### src/rtl/watch_pkg.sv
`default_nettype none
// +------------------------------------------------------------------+
// | watch_pkg : shared codes for the watch mode/edit sequencer       |
// | Rev 1.0                                                          |
// +------------------------------------------------------------------+
package watch_pkg;

  typedef enum logic [1:0] {
    MODE_CLOCK     = 2'd0,
    MODE_STOPWATCH = 2'd1,
    MODE_TIMER     = 2'd2
  } mode_e;

  localparam logic [3:0] FLAG_RUN    = 4'd0;
  localparam logic [3:0] FLAG_H10    = 4'd3;
  localparam logic [3:0] FLAG_H1     = 4'd4;
  localparam logic [3:0] FLAG_M10    = 4'd5;
  localparam logic [3:0] FLAG_M1     = 4'd6;
  localparam logic [3:0] FLAG_COMMIT = 4'd7;

  localparam int BTN_MODE   = 0;
  localparam int BTN_EDIT   = 1;
  localparam int BTN_CANCEL = 2;
  localparam int BTN_INC    = 3;

  // Encoded so that the state register is directly the flag output.
  typedef enum logic [3:0] {
    S_RUN    = FLAG_RUN,
    S_H10    = FLAG_H10,
    S_H1     = FLAG_H1,
    S_M10    = FLAG_M10,
    S_M1     = FLAG_M1,
    S_COMMIT = FLAG_COMMIT
  } fsm_e;

  function automatic mode_e next_mode(input mode_e m);
    mode_e n;
    n = MODE_CLOCK;
    case (m)
      MODE_CLOCK:     n = MODE_STOPWATCH;
      MODE_STOPWATCH: n = MODE_TIMER;
      default:        n = MODE_CLOCK;
    endcase
    return n;
  endfunction

  function automatic fsm_e next_digit(input fsm_e s);
    fsm_e n;
    n = S_RUN;
    case (s)
      S_H10:   n = S_H1;
      S_H1:    n = S_M10;
      S_M10:   n = S_M1;
      S_M1:    n = S_COMMIT;
      default: n = S_RUN;
    endcase
    return n;
  endfunction

  function automatic logic [3:0] digit_onehot(input fsm_e s);
    logic [3:0] oh;
    oh = 4'b0000;
    case (s)
      S_H10:   oh = 4'b0001;
      S_H1:    oh = 4'b0010;
      S_M10:   oh = 4'b0100;
      S_M1:    oh = 4'b1000;
      default: oh = 4'b0000;
    endcase
    return oh;
  endfunction

endpackage
`default_nettype wire

### src/rtl/btn_debounce.sv
`default_nettype none
// +------------------------------------------------------------------+
// | btn_debounce : 2-flop sync, stability counter, press pulse       |
// | Rev 1.0                                                          |
// +------------------------------------------------------------------+
module btn_debounce #(
  parameter int unsigned DEB_CYCLES = 1_000_000
) (
  input  logic clk,
  input  logic rst,
  input  logic i_btn_n,
  output logic o_pressed,
  output logic o_press
);

  localparam int CW = $clog2(DEB_CYCLES + 1);

  logic          r_sync1;
  logic          r_sync2;
  logic          r_level_n;
  logic          r_level_d_n;
  logic [CW-1:0] r_cnt;

  always_ff @(posedge clk) begin
    if (rst) begin
      r_sync1     <= 1'b1;
      r_sync2     <= 1'b1;
      r_level_n   <= 1'b1;
      r_level_d_n <= 1'b1;
      r_cnt       <= '0;
    end else begin
      r_sync1     <= i_btn_n;
      r_sync2     <= r_sync1;
      r_level_d_n <= r_level_n;
      if (r_sync2 == r_level_n) begin
        r_cnt <= '0;
      end else if (r_cnt == CW'(DEB_CYCLES - 1)) begin
        r_level_n <= r_sync2;
        r_cnt     <= '0;
      end else begin
        r_cnt <= r_cnt + 1'b1;
      end
    end
  end

  // Press lasts the one cycle between level acceptance and its delayed copy.
  assign o_pressed = ~r_level_n;
  assign o_press   = r_level_d_n & ~r_level_n;

endmodule
`default_nettype wire

### src/rtl/watch_mode_ctrl.sv
`default_nettype none
// +------------------------------------------------------------------+
// | watch_mode_ctrl : button debounce, mode FSM and digit-edit FSM   |
// | Rev 1.0                                                          |
// +------------------------------------------------------------------+
module watch_mode_ctrl
  import watch_pkg::*;
#(
  parameter int unsigned TICK_DIV      = 100_000_000,
  parameter int unsigned DEB_CYCLES    = 1_000_000,
  parameter int unsigned REPEAT_CYCLES = 25_000_000,
  parameter int unsigned BLINK_DIV     = 50_000_000
) (
  input  logic       clk,
  input  logic       rst,
  input  logic [7:0] btn,
  output logic [3:0] state,
  output logic [3:0] flag,
  output logic [3:0] inc,
  output logic       load,
  output logic       tick,
  output logic       blink
);

  localparam int TW = $clog2(TICK_DIV + 1);
  localparam int RW = $clog2(REPEAT_CYCLES + 1);
  localparam int BW = $clog2(BLINK_DIV + 1);

  logic [3:0]    w_held;
  logic [3:0]    w_press;
  logic          w_unused_btn;

  fsm_e          r_st;
  mode_e         r_mode;
  logic [3:0]    r_inc;
  logic          r_load;
  logic          r_tick;
  logic          r_blink;
  logic [TW-1:0] r_pre;
  logic [BW-1:0] r_bcnt;
  logic [RW-1:0] r_rep;

  logic          w_pre_wrap;
  logic [TW-1:0] w_pre_next;
  logic          w_bcnt_wrap;
  logic          w_rep_wrap;
  logic          w_inc_evt;
  logic          w_ev_cancel;
  logic          w_ev_edit;
  logic          w_ev_inc;
  logic          w_ev_mode;

  assign w_unused_btn = ^btn[7:4];

  for (genvar gi = 0; gi < 4; gi++) begin : g_deb
    btn_debounce #(
      .DEB_CYCLES(DEB_CYCLES)
    ) u_deb (
      .clk      (clk),
      .rst      (rst),
      .i_btn_n  (btn[gi]),
      .o_pressed(w_held[gi]),
      .o_press  (w_press[gi])
    );
  end

  // Auto-repeat: restart on every press, fire each REPEAT_CYCLES while held.
  assign w_rep_wrap = (r_rep == RW'(REPEAT_CYCLES - 1));

  always_ff @(posedge clk) begin
    if (rst) begin
      r_rep <= '0;
    end else if (w_press[BTN_INC] || !w_held[BTN_INC] || w_rep_wrap) begin
      r_rep <= '0;
    end else begin
      r_rep <= r_rep + 1'b1;
    end
  end

  assign w_inc_evt   = w_press[BTN_INC] | (w_held[BTN_INC] & w_rep_wrap);
  assign w_ev_cancel = w_press[BTN_CANCEL];
  assign w_ev_edit   = w_press[BTN_EDIT] & ~w_ev_cancel;
  assign w_ev_inc    = w_inc_evt & ~w_ev_cancel & ~w_ev_edit;
  assign w_ev_mode   = w_press[BTN_MODE] & ~w_ev_cancel & ~w_ev_edit & ~w_inc_evt;

  assign w_pre_wrap  = (r_pre == TW'(TICK_DIV - 1));
  assign w_pre_next  = w_pre_wrap ? '0 : r_pre + 1'b1;
  assign w_bcnt_wrap = (r_bcnt == BW'(BLINK_DIV - 1));

  always_ff @(posedge clk) begin
    if (rst) begin
      r_st    <= S_RUN;
      r_mode  <= MODE_CLOCK;
      r_inc   <= '0;
      r_load  <= 1'b0;
      r_tick  <= 1'b0;
      r_blink <= 1'b1;
      r_pre   <= '0;
      r_bcnt  <= '0;
    end else begin
      r_inc  <= '0;
      r_load <= 1'b0;
      r_tick <= 1'b0;
      case (r_st)
        S_RUN: begin
          r_blink <= 1'b1;
          r_bcnt  <= '0;
          if (w_ev_edit && r_mode == MODE_CLOCK) begin
            r_st  <= S_H10;
            r_pre <= '0;
          end else begin
            r_pre  <= w_pre_next;
            r_tick <= w_pre_wrap;
            if (w_ev_mode) begin
              r_mode <= next_mode(r_mode);
            end
          end
        end
        S_H10, S_H1, S_M10, S_M1: begin
          r_pre <= '0;
          if (w_ev_cancel) begin
            r_st    <= S_RUN;
            r_blink <= 1'b1;
            r_bcnt  <= '0;
          end else if (w_ev_edit) begin
            r_st   <= next_digit(r_st);
            r_bcnt <= '0;
            if (r_st == S_M1) begin
              r_load  <= 1'b1;
              r_blink <= 1'b1;
            end
          end else begin
            if (w_ev_inc) begin
              r_inc <= digit_onehot(r_st);
            end
            if (w_bcnt_wrap) begin
              r_bcnt  <= '0;
              r_blink <= ~r_blink;
            end else begin
              r_bcnt <= r_bcnt + 1'b1;
            end
          end
        end
        // Prescaler starts from zero here so the first tick lands TICK_DIV after load.
        S_COMMIT: begin
          r_st  <= S_RUN;
          r_pre <= w_pre_next;
        end
        default: begin
          r_st <= S_RUN;
        end
      endcase
    end
  end

  assign state = {2'b00, r_mode};
  assign flag  = r_st;
  assign inc   = r_inc;
  assign load  = r_load;
  assign tick  = r_tick;
  assign blink = r_blink;

endmodule
`default_nettype wire

### config.mk
export PLATFORM = sky130hd
export DESIGN_NAME = watch_mode_ctrl
export DESIGN_NICKNAME = d
export VERILOG_FILES = /design/src/rtl/watch_pkg.sv /design/src/rtl/btn_debounce.sv /design/src/rtl/watch_mode_ctrl.sv
export SDC_FILE = /design/constraint.sdc
export NUM_CORES = 1
export LEC_CHECK = 0
export CAP_MARGIN = 20
export CORE_MARGIN = 2
export CORE_UTILIZATION = 44
export DETAILED_ROUTE_END_ITERATION = 10
export DONT_BUFFER_PORTS = 1
export MAX_ROUTING_LAYER = met4
export RECOVER_POWER = 100
export SLEW_MARGIN = 10
export SYNTH_ARGS = -nofsm -noshare
export SYNTH_HDL_FRONTEND = slang
export SYNTH_SLANG_ARGS = --single-unit
### constraint.sdc
create_clock -name clk -period 3.33 [get_ports clk]
set_input_delay 0.666 -clock clk [delete_from_list [all_inputs] [get_ports clk]]
set_output_delay 0.666 -clock clk [all_outputs]
set_load 0.05 [all_outputs]
Word-level counts from Yosys, hierarchy flattened. Cells that the tools add are included. Widths: inputs -> output; s select.

Bits in registers: 187. Output and inout bits: 15.

$add $sub $neg: 7. Eq/ne operators: 21. Multiplexer cells: 20. Bitwise operators: 28. Reductions and logical operators: 23.

Operator list (number): $pmux 27 s3 (1); $add 20x1->20 const B (4); $eq 20x20->1 const B (4); $mux 26 (3); $mux 27 (2); $pmux 26 s2 (1); $add 27x1->27 const B (1); $eq 27x27->1 const B (1); $add 26x1->26 const B (1); $eq 26x26->1 const B (1); $add 25x1->25 const B (1); $eq 25x25->1 const B (1); $eq 4x3->1 const B (4); $not 1->1 (16); $pmux 4 s4 (1); $reduce_or 3->1 (5); $mux 4 (3); $pmux 3 s4 (1); $and 1x1->1 (11); $reduce_and 2->1 (5); $ne 4x4->1 const B (2); $pmux 4 s2 (1); $reduce_or 4->1 (2); $reduce_and 3->1 (2); other kinds (17) (25).

Logic depth before layout (Yosys ltp). Gate-level depths: netlist of the first run.

Depth after elaboration: 8. Mapped depth: 7.

Hierarchy. Synthesis of the first run repeated with hierarchy kept, for this count alone.

Cells, all modules: 971. Area total of the unflattened synthesis: 8602.0 µm².

Modules (own cells, without submodules): watch_mode_ctrl (instances 1, cells an instance 507, area an instance 4332.9 µm², sequential area each 1801.7 µm²); btn_debounce (instances 4, cells an instance 116, area an instance 1067.3 µm², sequential area each 480.5 µm²).

Worst setup path after synthesis of the first run. OpenSTA, ideal clock, no wires.

Path kind: reg-to-reg. Start point: reg r_st[1] (netlist: flag[1]). End point: reg r_bcnt[11]. Data arrival time: 2.082 ns. Setup slack: 1.169 ns. Stages on the path, launching flop included: 6. Cells stage by stage: dfxtp_1 > and3b_1 > o211ai_2 > a21o_2 > or4b_2 > o211ai_1.

Cells in the longest elaborated chain, start to end: 3. Elaborated cells between the ends (all ways): 8. Those cells by class: eq/ne: 4; mux: 1; reduce/logical: 3.

Ends and longest elaborated chain: start, declared (line watch_mode_ctrl.sv:33) `fsm_e r_st;`; start signal, assigned (line watch_mode_ctrl.sv:126) `r_st <= next_digit(r_st);`; $eq 4x3->1 / $eq 4x2->1 (equally long branches) (line watch_mode_ctrl.sv:104) `case (r_st)`; $reduce_or 4->1 (line watch_mode_ctrl.sv:104); $pmux 26 s2 / $reduce_bool 2->1 (equally long branches); end signal, assigned (line watch_mode_ctrl.sv:140) `r_bcnt <= r_bcnt + 1'b1;`; end, declared (line watch_mode_ctrl.sv:40) `logic [BW-1:0] r_bcnt;`.

Parallel ways exist; a longest one is shown, timed or not. A chain may end at the register's enable or synchronous reset.

Final worst setup path of the first run.
Start point: reg r_pre[20]. End point: reg r_pre[19].

Cells in the longest elaborated chain, start to end: 4.

Ends and longest elaborated chain: start, declared (line watch_mode_ctrl.sv:39) `logic [TW-1:0] r_pre;`; start signal, assigned (line watch_mode_ctrl.sv:112) `r_pre <= w_pre_next;`; start signal, assigned (line watch_mode_ctrl.sv:147) `r_pre <= w_pre_next;`; $eq 27x27->1 * (line watch_mode_ctrl.sv:86) `assign w_pre_wrap = (r_pre == TW'(TICK_DIV - 1));`; $mux 27 * (line watch_mode_ctrl.sv:87) `assign w_pre_next = w_pre_wrap ? '0 : r_pre + 1'b1;`; $mux 27 (line watch_mode_ctrl.sv:108) `if (w_ev_edit && r_mode == MODE_CLOCK) begin`; $pmux 27 s3 * (line watch_mode_ctrl.sv:104).

Mark *: on every way between the ends. The rest lies on a longest branch, timed or not.

==> results of run 1 <==
==> synth_stat cells (all sizes together), types with 3 or more instances <==
master	n
dfxtp	186
nor2	185
xor2	79
nand2	65
xnor2	65
nand3	54
nand4	48
nor3	33
and3	24
inv	20
clkbuf	19
nor4	19
buf	15
and4	13
or2	13
a21oi	12
nor4b	12
o21ai	12
or3	8
ha	7
nand2b	7
o211ai	7
or4	5
o2111ai	4
a21o	3
and2	3
or4b	3
==> cell families (layout without fill, tap and decap cells) <==
logic type	after synthesis	in the layout	share of synthesized area [%]
buffers and inverters	54	57	3.09
other	1	4	0.0457
AO/OA/AOI/OAI	48	48	4.07
XOR/XNOR	144	144	15.4
adder cells (fa/ha/maj)	7	7	1.07
AND/OR/NAND/NOR	502	502	30.6
multiplexers	3	3	0.381
flip-flops	186	186	45.4
==> state kept, by name (all words and copies together), names as in the netlist <==
| register | flops |
|---|---|
| blink | 1 |
| flag | 3 |
| g_deb.u_deb.r_cnt | 80 |
| g_deb.u_deb.r_level_d_n | 4 |
| g_deb.u_deb.r_level_n | 4 |
| g_deb.u_deb.r_sync1 | 4 |
| g_deb.u_deb.r_sync2 | 4 |
| inc | 4 |
| load | 1 |
| r_bcnt | 26 |
| r_mode | 2 |
| r_pre | 27 |
| r_rep | 25 |
| tick | 1 |
==> layout make-up <==
class / count / share of cell area [%]
tap: 229 / 3.20
clock buffer: 21 / 5.14
sequential: 186 / 41.6
timing repair buffer: 6 / 0.461
antenna: 1 / 0.0279
inverter: 20 / 0.838
multi-input combinational: 707 / 47.2
clock inverter: 10 / 1.58
==> where the power goes <==
part           total (mW)  switching (mW)  internal (mW)  leakage, nW
Sequential           2.24         0.00890           2.23         1.50
Combinational      0.0399          0.0284         0.0115         1.02
Clock                2.07           0.853           1.22        0.290
Total                4.36           0.890           3.47         2.81
==> metrics by stage <==
stage	total power [mW]	instance area (um2)	std cells	hold WS, ns	worst slack, ns
floorplan	2.33	8210	947	0.389	1.17
global placement	2.33	8370	1148	0.391	1.09
detailed placement	2.33	8370	1148	0.396	1.09
CTS	4.41	8970	1179	0.292	1.06
global route	4.51	8960	1179	0.292	0.661
finish	4.36	8960	1180	0.318	0.864
==> worst max-delay path by stage <==
stage | startpoint | to | slack (ns) | cells past startpoint
after floorplan | flag[1] | r_bcnt[11] | 1.17 | 5
after global placement | g_deb[1].u_deb.r_cnt[0] | g_deb[1].u_deb.r_cnt[5] | 1.09 | 5
after detailed placement | g_deb[3].u_deb.r_cnt[0] | g_deb[3].u_deb.r_cnt[13] | 1.09 | 5
after CTS | g_deb[1].u_deb.r_cnt[2] | g_deb[1].u_deb.r_cnt[2] | 1.06 | 5
after global routing | r_pre[20] | r_pre[7] | 0.66 | 5
final | r_pre[20] | r_pre[19] | 0.86 | 5
==> routing by layer <==
layer / global-route usage [%] / share of wire, %
met1: 22.6 / 53
met4: 5.63 / 0.70
met2: 24.9 / 43
met3: 4.65 / 3.8
met5: - / 0
==> results.json, run 1 <==
{
  "path_class": "reg2reg",
  "crit_required_ns": 3.60,
  "dpl.hpwl_um": 10200,
  "rows": 49,
  "grt_pass1_vias": 5778,
  "min_period_over_period_pct": 74.1,
  "seq_area_frac_synth_pct": 45.4,
  "cts_tree": "built",
  "end_kind": "flip-flop",
  "synth_edf_count": 0,
  "postCtsSetupBuffers": 0,
  "maxCapViolCount": 0,
  "crit_chain": "nand2_1 > or4_1 > nor4_1 > a221o_1 > nor2_1",
  "drive_above_1_share_pct": 5.68,
  "fin_crit_ns": 2.47,
  "fmax_mhz": 405,
  "status": "finished clean",
  "maxSlewViolCount": 0,
  "final_cell_mix": "dfxtp_1 (186), nor2_1 (184), xor2_1 (79), nand2_1 (65), xnor2_1 (65)",
  "num_vias": 6105,
  "ir_drop_v": 0.000372,
  "ys_warn_count": 0,
  "clock_path_buffers": 2,
  "clkSinkCount": 186,
  "hold_class": "in2reg",
  "syn_to_final_growth_pct": 9.16,
  "worstPathArrival_ns": 2.74,
  "async_flop_share_pct": 0,
  "antenna_found_initial": 0,
  "fp.dieH_um": 141,
  "hold_end": "r_mode[0]",
  "hold_viol": 0,
  "setup_violations": 0,
  "hp-start": "rst",
  "cts_buffers": 17,
  "clk_pin_slew_ns": 0.07,
  "setup_tns_ns": 0,
  "fillCellCount": 1763,
  "wl_um": 15400,
  "ys_types": 55,
  "r2r_cells": 5,
  "globalplace.congestion": 0.764,
  "boundaryPins": 25,
  "critPathTopFamily": "simple AND/OR/NAND/NOR gates",
  "rsz0062_at_grt": "false",
  "ant_nets": 0,
  "gr-total-overflow": 0,
  "grt_pass1_wl_um": 27100,
  "die_w_um": 141,
  "seq_area_um2": 3720,
  "power_leakage_nw": 2.81,
  "crit_path_start_kind": "flip-flop",
  "core_region_area_um2": 18100,
  "skew_ns": 0.00871,
  "syn_inst": 945,
  "power.density_nw_per_um2": 486,
  "clk_latency_ns": 0.42,
  "netlist_top_cells_area": "dfxtp_1 (45%), xor2_1 (8.4%), nor2_1 (8.4%), xnor2_1 (6.9%), nand4_1 (3.7%)",
  "drt_iter0_drc": 205,
  "yosysTopAreaCellShare_pct": 45.4,
  "grt_max_degree": 32,
  "cts-hold-fix-buffers": 0,
  "max_stage_delay_ns": 0.82,
  "r2r_slack_ns": 0.86,
  "slowest_stage": "a221o_1",
  "avgSynthCellArea_um2": 8.68,
  "syn_area_um2": 8210,
  "min_path_cells": 1,
  "dr.pass1.iters": 4,
  "nets": 955,
  "cp.buffers_inverters": 0,
  "track_usage_pct": 16.9,
  "cts_htree_levels": 4,
  "initial_core_util_pct": 45.2,
  "reg2reg_to": "r_pre[19]",
  "clockRootBuffer": "clkbuf_16",
  "critPathMaxFanout": 25,
  "slew_headroom_pct": 36.3,
  "io_buffers": 0,
  "synth_top_cell_by_area": "dfxtp_1",
  "synth_ff_type": "dfxtp_1",
  "viasPerCell": 5.17,
  "wl_per_cell_um": 13.0,
  "timing.rr.start": "r_pre[20]",
  "drc": 0,
  "layout_commonest_cell": "dfxtp_1",
  "ctsResizeCount": 0,
  "synth_seq_cells": 186,
  "dieArea_um2": 19800,
  "fin_util_pct": 49.4,
  "tightestPinTransition_ns": 0.955,
  "multi_input_area_um2": 4230
}
Power figures use the tool's default switching activity.
==> inputs of run 2 (changes only) <==
==> constraint.sdc (replaced) <==
create_clock -name clk -period 2.4 [get_ports clk]
set_input_delay 0.48 -clock clk [delete_from_list [all_inputs] [get_ports clk]]
set_output_delay 0.48 -clock clk [all_outputs]
set_load 0.05 [all_outputs]
==> results.json, run 2 (synthesized netlist as in run 1, its figures left out) <==
{
  "crit_required_ns": 2.71,
  "critPathTopFamily": "simple AND/OR/NAND/NOR gates",
  "worstPathArrival_ns": 2.56,
  "maxSlewViolCount": 0,
  "slew_headroom_pct": 38.6,
  "cts_buffers": 17,
  "hold_viol": 0,
  "ir_drop_v": 0.000508,
  "clockRootBuffer": "clkbuf_16",
  "nets": 982,
  "tightestPinTransition_ns": 0.920,
  "cts_tree": "built",
  "grtUsageMet2_pct": 25.1,
  "fin_crit_ns": 2.25,
  "ant_nets": 0,
  "clkSinkCount": 186,
  "drc": 0,
  "setup_tns_ns": 0,
  "min_period_over_period_pct": 93.9,
  "layout_commonest_cell": "dfxtp_1",
  "rows": 49,
  "final_area_um2": 9120,
  "initial_core_util_pct": 45.2,
  "crit_path_start_kind": "flip-flop",
  "skew_ns": 0.0127,
  "final_cell_mix": "dfxtp_1 (186), nor2_1 (184), xor2_1 (79), nand2_1 (65), xnor2_1 (65)",
  "cts_htree_levels": 4,
  "grtUsageMet3_pct": 5.23,
  "hold_class": "in2reg",
  "rsz0062_at_grt": "false",
  "die_w_um": 141,
  "setup_violations": 0,
  "core_region_area_um2": 18100,
  "fillCellCount": 1759,
  "seq_area_um2": 3720,
  "r2r_slack_ns": 0.15,
  "globalplace.congestion": 0.780,
  "power_frac_clock_pct": 46.8,
  "dr.pass1.iters": 4,
  "dieArea_um2": 19800,
  "p_sw_share_pct": 20.5,
  "fmax_mhz": 444,
  "busiest_layer": "met2",
  "viasPerCell": 5.12,
  "num_vias": 6191,
  "power_leakage_nw": 2.93,
  "drt_iter0_drc": 218,
  "clk_pin_slew_ns": 0.06,
  "grt_pass1_wl_um": 27000,
  "wl_per_cell_um": 12.8,
  "fp.dieH_um": 141,
  "whs_ns": 0.127,
  "io_buffers": 0,
  "power.switching_mw": 1.22,
  "critPathMaxFanout": 10,
  "reg.largest.list": "g_deb.u_deb.r_cnt (80), r_pre (27), r_bcnt (26)",
  "grtUsageMet1_pct": 22.7,
  "gr-total-overflow": 0,
  "cp.buffers_inverters": 1,
  "drive_above_1_share_pct": 7.87,
  "p_comb_share_pct": 1.0,
  "slowest_stage": "or4_1",
  "seqPwrFrac_pct": 52.2,
  "dpl.hpwl_um": 10500,
  "cts-hold-fix-buffers": 0,
  "clk_latency_ns": 0.43,
  "power.density_nw_per_um2": 654,
  "boundaryPins": 25,
  "status": "finished clean",
  "largest_register": "g_deb.u_deb.r_cnt",
  "max_stage_delay_ns": 0.50,
  "postCtsSetupBuffers": 0,
  "multi_input_area_um2": 4230,
  "grt_max_degree": 32,
  "ctsResizeCount": 0,
  "wl_um": 15500,
  "grt_pass1_vias": 5783,
  "largest_reg_flops": 80,
  "p_int_mw": 4.74,
  "crit_chain": "nand2_1 > or4_1 > nor4_1 > a221o_1 > buf_4 > nor2_1",
  "end_kind": "flip-flop",
  "path_class": "reg2reg",
  "syn_to_final_growth_pct": 11.1,
  "clock_path_buffers": 2,
  "maxCapViolCount": 0,
  "placed_cell_area_um2": 8570,
  "track_usage_pct": 17.1,
  "antenna_found_initial": 1
}
-- run 2: cell count changes in the layout (fill, tap and decap cells not counted), sizes merged --
cell      before  now
clkinvlp       2    0
diode          1    2
clkbuf        22   33
buf            5   22
clkinv         3    5
bufinv         3    2
inv           22   23
-- run 2: area by class of cell --
cell class                 count  area share (%)
sequential                   186            40.8
clock buffer                  22            5.20
timing repair buffer          33            2.33
inverter                      20           0.823
tap                          229            3.14
clock inverter                10            1.22
multi-input combinational    707            46.4
antenna                        2          0.0549
-- run 2: final timing paths --
kind	startpoint	endpoint	cells after the start
setup / recovery	r_pre[20]	r_pre[5]	6
hold reg to reg	g_deb[0].u_deb.r_sync1	g_deb[0].u_deb.r_sync2	1
hold / removal	rst	r_mode[0]	1
setup reg to reg	r_pre[20]	r_pre[5]	6
-- run 2: routing by layer --
metal,part of all wire (%),up-vias
met5,0,-
met4,1.1,0
met3,4.6,13
met2,42,57
met1,52,2839
li1,-,3282
-- run 2: power by group through the flow --
stage | logic, mW | clock network [mW] | registers, mW
2_1_floorplan | 0.0606 | 0 | 3.18
3_3_place_gp | 0.0629 | 0 | 3.18
5_1_grt | 0.0701 | 3.00 | 3.11
4_1_cts | 0.0641 | 2.88 | 3.11
6_report | 0.0618 | 2.79 | 3.11
3_5_place_dp | 0.0639 | 0 | 3.18
-- run 2: through the flow --
stage | setup WS [ns] | util (%) | power [mW] | std cells
3_5_place_dp | 0.280 | 47.2 | 3.24 | 1175
5_1_grt | 0.0295 | 50.2 | 6.18 | 1208
6_report | 0.146 | 50.2 | 5.96 | 1209
4_1_cts | 0.247 | 50.4 | 6.05 | 1207
3_3_place_gp | 0.326 | 47.2 | 3.24 | 1175
2_1_floorplan | 0.239 | - | 3.24 | 947
==> inputs of run 3 (changes only) <==
==> constraint.sdc (replaced) <==
create_clock -name clk -period 2.5 [get_ports clk]
set_input_delay 0.5 -clock clk [delete_from_list [all_inputs] [get_ports clk]]
set_output_delay 0.5 -clock clk [all_outputs]
set_load 0.05 [all_outputs]
==> results.json, run 3 (synthesized netlist as in run 1, its figures left out) <==
{
  "cts-hold-fix-buffers": 0,
  "seqPwrFrac_pct": 53.2,
  "dieArea_um2": 19800,
  "status": "finished clean",
  "dpl.hpwl_um": 10400,
  "die_w_um": 141,
  "clockRootBuffer": "clkbuf_16",
  "p_int_mw": 4.40,
  "drt_iter0_drc": 335,
  "globalplace.congestion": 0.803,
  "p_comb_share_pct": 1.0,
  "wl_um": 15600,
  "initial_core_util_pct": 45.2,
  "slowest_stage": "nor4_1",
  "cp.buffers_inverters": 1,
  "wl_met2_um": 6750,
  "antenna_found_initial": 1,
  "rows": 49,
  "io_buffers": 0,
  "cts_buffers": 17,
  "grt_pass1_vias": 5659,
  "ir_drop_v": 0.000520,
  "setup_violations": 0,
  "rsz0062_at_grt": "false",
  "syn_to_final_growth_pct": 10.2,
  "path_common_cell": "nand3_1",
  "critPathMaxFanout": 25,
  "maxSlewViolCount": 0,
  "critPathTopFamily": "simple AND/OR/NAND/NOR gates",
  "clkSinkCount": 186,
  "crit_required_ns": 2.80,
  "setup_tns_ns": 0,
  "grt_pass1_wl_um": 26700,
  "clk_latency_ns": 0.43,
  "end_kind": "flip-flop",
  "whs_ns": 0.146,
  "cts_htree_levels": 4,
  "viasPerCell": 5.16,
  "boundaryPins": 25,
  "power_leakage_nw": 2.86,
  "ctsResizeCount": 0,
  "worstPathArrival_ns": 2.46,
  "num_vias": 6182,
  "core_region_area_um2": 18100,
  "tightestPinTransition_ns": 0.891,
  "fillCellCount": 1757,
  "dr.pass1.iters": 4,
  "clock_path_buffers": 2,
  "met1Wirelength_um": 8060,
  "ant_nets": 0,
  "met3WireLength_um": 612,
  "slew_headroom_pct": 40.5,
  "track_usage_pct": 16.9,
  "largest_register": "g_deb.u_deb.r_cnt",
  "wl_per_cell_um": 13.0,
  "reg.largest.list": "g_deb.u_deb.r_cnt (80), r_pre (27), r_bcnt (26)",
  "path_class": "reg2reg",
  "gr-total-overflow": 0,
  "p_sw_share_pct": 21.7,
  "fin_crit_ns": 2.16,
  "grt_max_degree": 32,
  "hold_viol": 0,
  "final_cell_mix": "dfxtp_1 (186), nor2_1 (184), xor2_1 (79), nand2_1 (65), xnor2_1 (65)",
  "power.density_nw_per_um2": 622,
  "crit_chain": "ha_1 > nand3_1 > nor4_1 > a21oi_1 > nand3_1 > clkbuf_2 > nor2_1",
  "fmax_mhz": 462,
  "maxCapViolCount": 0,
  "power_frac_clock_pct": 45.9,
  "cts_tree": "built",
  "postCtsSetupBuffers": 0,
  "hold_class": "in2reg",
  "layout_commonest_cell": "dfxtp_1",
  "fp.dieH_um": 141,
  "nets": 973,
  "clk_pin_slew_ns": 0.07,
  "largest_reg_flops": 80,
  "drive_above_1_share_pct": 7.44,
  "drc": 0,
  "min_period_over_period_pct": 86.5,
  "maxUsedRoutingLayer": "met4",
  "crit_path_start_kind": "flip-flop",
  "max_stage_delay_ns": 0.50,
  "skew_ns": 0.0113,
  "power.switching_mw": 1.22
}
[run 3: final timing paths]
kind | slack, ns | end | depth (start not counted) | start
worst max-delay path | 0.34 | r_rep[22] | 7 | r_rep[0]
worst min-delay path | 0.15 | r_mode[1] | 1 | rst
worst max register to register | 0.34 | r_rep[22] | 7 | r_rep[0]
worst min register to register | 0.41 | g_deb[0].u_deb.r_sync2 | 1 | g_deb[0].u_deb.r_sync1
[run 3: power groups by stage]
| stage | clock network, mW | registers (mW) | logic, mW |
|---|---|---|---|
| 2_1_floorplan | 0 | 3.05 | 0.0582 |
| 6_report | 2.58 | 2.99 | 0.0543 |
| 5_1_grt | 2.77 | 2.99 | 0.0618 |
| 4_1_cts | 2.65 | 2.99 | 0.0564 |
| 3_5_place_dp | 0 | 3.06 | 0.0561 |
| 3_3_place_gp | 0 | 3.05 | 0.0558 |
[run 3: layer usage]
layer / up-vias / GRT usage, %
li1: 3260 / -
met1: 2856 / 22.3
met2: 54 / 25.2
met3: 12 / 4.52
met4: 0 / 5.68
met5: - / -
[run 3: worst register-to-register path, stage by stage, from the launching register on]
cell	delay, ns
dfxtp_1	0.38
ha_1	0.20
nand3_1	0.14
nor4_1	0.50
a21oi_1	0.17
nand3_1	0.11
clkbuf_2	0.43
nor2_1	0.10
[run 3: final cells by class]
class	instances	area [um2]	area share [%]
multi-input combinational	707	4230	46.8
clock inverter	12	118	1.30
clock buffer	19	443	4.90
timing repair buffer	24	158	1.74
inverter	20	75.1	0.830
tap	229	287	3.17
sequential	186	3720	41.2
antenna	1	2.50	0.0277
[run 3: through the flow]
| stage | std cells | setup slack, ns | instance area [um2] | power (mW) | util (%) |
|---|---|---|---|---|---|
| floorplan | 947 | 0.339 | 8210 | 3.11 | - |
| global placement | 1166 | 0.380 | 8500 | 3.11 | 46.8 |
| detailed placement | 1166 | 0.369 | 8500 | 3.11 | 46.8 |
| CTS | 1197 | 0.340 | 9060 | 5.70 | 49.9 |
| global route | 1198 | 0.110 | 9040 | 5.82 | 49.8 |
| finish | 1198 | 0.338 | 9040 | 5.62 | 49.8 |
